<file path="src/rtl/wave_capture_pingpong_pkg.sv">
// Shared types and constants for the wave-capture ping-pong writer.
package wave_pkg;

  typedef enum logic [1:0] {
    ARMED  = 2'd0,
    ACTIVE = 2'd1,
    WAIT   = 2'd2
  } cap_state_t;

  localparam int         SAMPLES_PER_HALF = 256;
  localparam logic [7:0] OUT_OFFSET       = 8'd128;

endpackage

</file>
<file path="src/rtl/zero_cross_detect.sv">
// Remembers the previous sample and flags a negative -> non-negative crossing.
module zero_cross_detect #(
  parameter int SAMPLE_W = 16
) (
  input  logic                clk,
  input  logic                reset_n,
  input  logic                new_sample_ready,
  input  logic [SAMPLE_W-1:0] new_sample_in,
  output logic                crossing_o
);

  logic [SAMPLE_W-1:0] prev_sample_q;

  // Track the last sample on every strobe, regardless of capture state.
  always_ff @(posedge clk or negedge reset_n) begin
    if (!reset_n)              prev_sample_q <= '0;
    else if (new_sample_ready) prev_sample_q <= new_sample_in;
  end

  // Zero counts as non-negative, so only the sign bits matter.
  always_comb begin
    crossing_o = new_sample_ready & prev_sample_q[SAMPLE_W-1] & ~new_sample_in[SAMPLE_W-1];
  end

endmodule

</file>
<file path="src/rtl/wave_capture_pingpong.sv">
// Captures 256 samples after a rising zero crossing into the idle half of a
// ping-pong RAM, then flips the display's read half at end of frame.
module wave_capture_pingpong
  import wave_pkg::*;
#(
  parameter int SAMPLE_W   = 16,
  parameter int OUT_W      = $bits(OUT_OFFSET),
  parameter int DEPTH_LOG2 = $clog2(SAMPLES_PER_HALF)
) (
  input  logic                  clk,
  input  logic                  reset_n,
  input  logic                  new_sample_ready,
  input  logic [SAMPLE_W-1:0]   new_sample_in,
  input  logic                  wave_display_idle,
  output logic [DEPTH_LOG2:0]   write_address,
  output logic                  write_enable,
  output logic [OUT_W-1:0]      write_sample,
  output logic                  read_index
);

  localparam logic [DEPTH_LOG2-1:0] LAST_IDX = {DEPTH_LOG2{1'b1}};

  cap_state_t            state_q;
  logic [DEPTH_LOG2-1:0] count_q;
  logic                  read_index_q;
  logic                  we_q;
  logic [DEPTH_LOG2:0]   waddr_q;
  logic [OUT_W-1:0]      wsample_q;
  logic                  crossing;
  logic [OUT_W-1:0]      sample_ob;

  zero_cross_detect #(.SAMPLE_W(SAMPLE_W)) u_zcd (
    .clk              (clk),
    .reset_n          (reset_n),
    .new_sample_ready (new_sample_ready),
    .new_sample_in    (new_sample_in),
    .crossing_o       (crossing)
  );

  // Offset-binary: keep the top bits and invert the sign (same as +half-scale).
  always_comb begin
    sample_ob = {~new_sample_in[SAMPLE_W-1], new_sample_in[SAMPLE_W-2 -: OUT_W-1]};
  end

  // Capture FSM with registered write port; writes target ~read_index.
  always_ff @(posedge clk or negedge reset_n) begin
    if (!reset_n) begin
      state_q      <= ARMED;
      count_q      <= '0;
      read_index_q <= 1'b0;
      we_q         <= 1'b0;
      waddr_q      <= '0;
      wsample_q    <= '0;
    end else begin
      we_q <= 1'b0;
      unique case (state_q)
        ARMED: begin
          if (crossing) begin
            we_q      <= 1'b1;
            waddr_q   <= {~read_index_q, {DEPTH_LOG2{1'b0}}};
            wsample_q <= sample_ob;
            count_q   <= DEPTH_LOG2'(1);
            state_q   <= ACTIVE;
          end
        end
        ACTIVE: begin
          if (new_sample_ready) begin
            we_q      <= 1'b1;
            waddr_q   <= {~read_index_q, count_q};
            wsample_q <= sample_ob;
            count_q   <= count_q + 1'b1;  // wraps to 0 after the last slot
            if (count_q == LAST_IDX) state_q <= WAIT;
          end
        end
        WAIT: begin
          // No write can be pending here: the last write left on entry.
          if (wave_display_idle) begin
            read_index_q <= ~read_index_q;
            state_q      <= ARMED;
          end
        end
        default: state_q <= ARMED;
      endcase
    end
  end

  assign write_enable  = we_q;
  assign write_address = waddr_q;
  assign write_sample  = wsample_q;
  assign read_index    = read_index_q;

endmodule

</file>
<file path="config.mk">
export PLATFORM = sky130hd
export DESIGN_NAME = wave_capture_pingpong
export DESIGN_NICKNAME = d
export VERILOG_FILES = /design/src/rtl/wave_capture_pingpong_pkg.sv /design/src/rtl/zero_cross_detect.sv /design/src/rtl/wave_capture_pingpong.sv
export SDC_FILE = /design/constraint.sdc
export NUM_CORES = 1
export LEC_CHECK = 0
export ABC_AREA = 0
export BUFFER_PORTS_ARGS = -buffer_cell sky130_fd_sc_hd__buf_2
export CAP_MARGIN = 20
export CORE_ASPECT_RATIO = 1.1
export CORE_UTILIZATION = 50
export CTS_CLUSTER_SIZE = 24
export DETAILED_ROUTE_END_ITERATION = 10
export HOLD_SLACK_MARGIN = 0.02
export PLACE_DENSITY = 0.77
export SLEW_MARGIN = 20
export SYNTH_ARGS = -nofsm -noshare
export SYNTH_HDL_FRONTEND = slang
export SYNTH_SLANG_ARGS = --single-unit
</file>
<file path="constraint.sdc">
create_clock -name clk -period 3 [get_ports clk]
set_input_delay 0.3 -clock clk [delete_from_list [all_inputs] [get_ports clk]]
set_output_delay 0.3 -clock clk [all_outputs]
set_load 0.01 [all_outputs]
</file>
==> key figures <==
Critical path
  • Worst R2R Path Depth: 4
  • Worst Path Class, Setup: flip-flop to flip-flop
  • Arrival @ worst endpoint: roughly 2 ns
  • Worst Path Max Fanout: 20
  • CP endpoint kind: flip-flop
  • Slowest CP cell: dfrtp_1
  • Crit-path cells: inv_2, a21oi_1, buf_4, mux2_1
  • Crit-path max cell delay: a little under 0.7 ns
  • Crit path depth: 4
  • CP required: about 3.2 ns
  • Crit path buffers/inverters: 2
  • Delay-heaviest family, CP: flip-flops
  • Critical path launch point type: flip-flop

Power and ir drop
  • P per Cell Area: 670 nW/µm²
  • Switch Pwr: around 330 µW
  • Pleak: 0.000751 µW
  • VDD IR-drop max: roughly 400 µV
  • Comb pwr share: approximately a fifth
  • Clock power frac: 27.7%
  • Sw Ratio: approximately 31%
  • Sequential power share: 52.0%
  • Internal: 741 µW

STA
  • Period Utilization, post-route: 58.3%
  • Post-route minimum period: 1.75 ns
  • FMAX: 572 MHz
  • RSZ-0062 raised after global routing: no
  • Setup TNS Final: 0 ns
  • Worst slew pin tran: 0.649 ns
  • Setup Skew: 0.00785 ns
  • Finish-stage setup viols: 0
  • Setup slack after layout: 1.25 ns
  • Worst slew margin: between 50% and 60%
  • Final Hold Vio Count: 0
  • Pins Over Slew Limit: 0

Placed design
  • RD Place Congestion: 0.808
  • Dpl ws: 1.27 ns
  • Port bufs: 30
  • HPWL after detailed placement: between 1500 and 2000 µm

Routing
  • Wire length per cell: 14.3 µm
  • Initial DRT Pass Iterations: 4
  • Vias: 1046
  • DR vias/cell: 5.65
  • Residual DRC count: 0
  • Routed Wire Length: 2650 µm
  • ANT nets after route: 0
  • Initial drt markers: 27

Floorplan
  • Die Span Y: 56.4 µm
  • Die W: 51.5 µm
  • Die area: ~2900 µm²
  • Rows: 19
  • I/O pin count: 39
  • Core area: approximately 2500 µm²
  • Initial Utilization: 53.4%

Cells and area
  • P&R area growth vs syn: 19.3%
  • Share of cells above drive strength 1: 29.2%
  • Filler instances: between 200 and 250
  • Final nets: roughly 170
  • Area of the multi-input gates: 518 µm²
  • Antenna diodes: 0
  • Register Area: 751 µm²
  • Commonest cells after routing, fill and taps aside: dfrtp_1, buf_2, o21ai_0

Clock tree
  • Worst skew pair latency: 0.33 ns
  • Root Driver: clkbuf_4
  • CTS Buf Count: 5
  • Post-CTS Setup Inserts: 0
  • H-tree depth: 2
  • Max Root-Sink Buffers: 2
  • Clock sink count: 30
  • CTS tree: yes
  • Clock slew at reported path FFs: about 0.09 ns

GRT
  • GRT overflow: 0
  • Initial antenna violation count: 0
  • Largest net degree at the start of global routing: 31
  • Tot GR Track Use: 21.3%
  • Number of global-route vias before repair: 990
  • First-pass GRT wire length: 4440 µm

Flow run
  • Max-Cap Viols: 0

Yosys
  • Synth cell types: 30
  • Sequential element share of the synthesized area: 55.8%
  • Post-Syn Area: approximately 1300 µm²
  • Yosys reg bits: 30
  • Warnings from Yosys: 0
  • Main synth FF type: dfrtp_1
  • Post-synth EDFFs: 0
  • Top cells by area, synth: dfrtp_1, mux2_1, o21ai_0, nand4b_1, inv_1
  • Post-Syn Nets: 140
  • Async SR Flop Fraction: 100%
  • Synth top area share: around 56%
  • Mean Syn Cell Area: 11.3 µm²
  • Post-Syn Instances: 119
  • Biggest area consumer among synthesized cells: dfrtp_1

Min path
  • Cell depth of the worst hold path: 2
  • Hold crit path type: primary input to flip-flop

Run status
  • Outcome: complete, no violations
-- synth_stat cells, drive strengths merged (3+ instances only) --
| cell type | count |
|---|---|
| a21oi | 5 |
| nand4 | 4 |
| nand4b | 8 |
| mux2 | 8 |
| dfrtp | 30 |
| nand2 | 3 |
| buf | 3 |
| or3 | 4 |
| nand2b | 3 |
| o21ai | 15 |
| mux2i | 4 |
| inv | 14 |
-- layer usage --
layer | global-route usage (%) | share of wire [%] | vias up | wire length [µm]
li1 | - | - | 498 | -
met1 | 24.4 | 41 | 513 | 1080
met2 | 35.8 | 53 | 28 | 1390
met3 | 7.32 | 5.0 | 7 | 133
met4 | 8.11 | 1.7 | 0 | 46
met5 | 0 | 0 | - | 0
-- repair_timing --
action / in CTS / in global routing
hold buffers: 1 / 0
endpoints found under the hold margin: 30 / 0
gates resized for setup: 0 / 0
-- worst paths after layout --
| check | from | to | slack (ns) |
|---|---|---|---|
| max | state_q[0]$_DFFE_PN0P_ | write_sample[6]$_DFFE_PN0P_ | 1.25 |
| min | new_sample_in[15] | write_sample[7]$_DFFE_PN0P_ | 0.18 |
| max reg2reg | state_q[0]$_DFFE_PN0P_ | write_sample[6]$_DFFE_PN0P_ | 1.25 |
| min reg2reg | write_sample[5]$_DFFE_PN0P_ | write_sample[5]$_DFFE_PN0P_ | 0.49 |
| max in group asynchronous | reset_n | write_address[3]$_DFFE_PN0P_ | 2.06 |
| min in group asynchronous | reset_n | count_q[3]$_DFFE_PN0P_ | 0.51 |
-- final cells by class --
cell class / count / share of cell area, %
Clock buffer: 8 / 4.91
Inverter: 14 / 3.27
Multi-Input combinational cell: 70 / 32.2
Sequential cell: 30 / 46.7
Tap cell: 31 / 2.41
Timing Repair Buffer: 32 / 10.4
-- registers in the layout (all words and copies together) (netlist names) --
name                 count
write_address            9
count_q                  8
write_sample             8
state_q                  2
read_index               1
u_zcd.prev_sample_q      1
write_enable             1
-- kinds of logic (layout without fill, tap and decap cells) --
family	count (synthesis)	after routing	share of synthesized area, %
compound gates	27	27	12.5
xor+xnor	1	1	0.651
fa+ha+maj	1	1	0.929
buf+inv	19	54	5.76
flops	30	30	55.8
mux	12	12	9.67
simple gates	29	29	14.8
-- through the flow --
step	instances	hold WS, ns	total power (µW)	util [%]	instance area (µm²)
global route	185	0.163	1140	63.8	1610
CTS	185	0.173	1080	63.8	1610
global placement	176	0.353	767	60.2	1520
floorplan	119	0.00441	686	-	1350
finish	185	0.184	1080	63.8	1610
detailed placement	176	0.363	788	60.2	1520
-- power groups by stage --
stage / combinational [µW] / clock, µW / sequential, µW
after floorplan: 115 / 0 / 571
after global placement: 209 / 0 / 558
after detailed placement: 220 / 0 / 568
after CTS: 223 / 302 / 559
after global routing: 252 / 319 / 571
final: 219 / 298 / 559
Power figures use the tool's default switching activity.
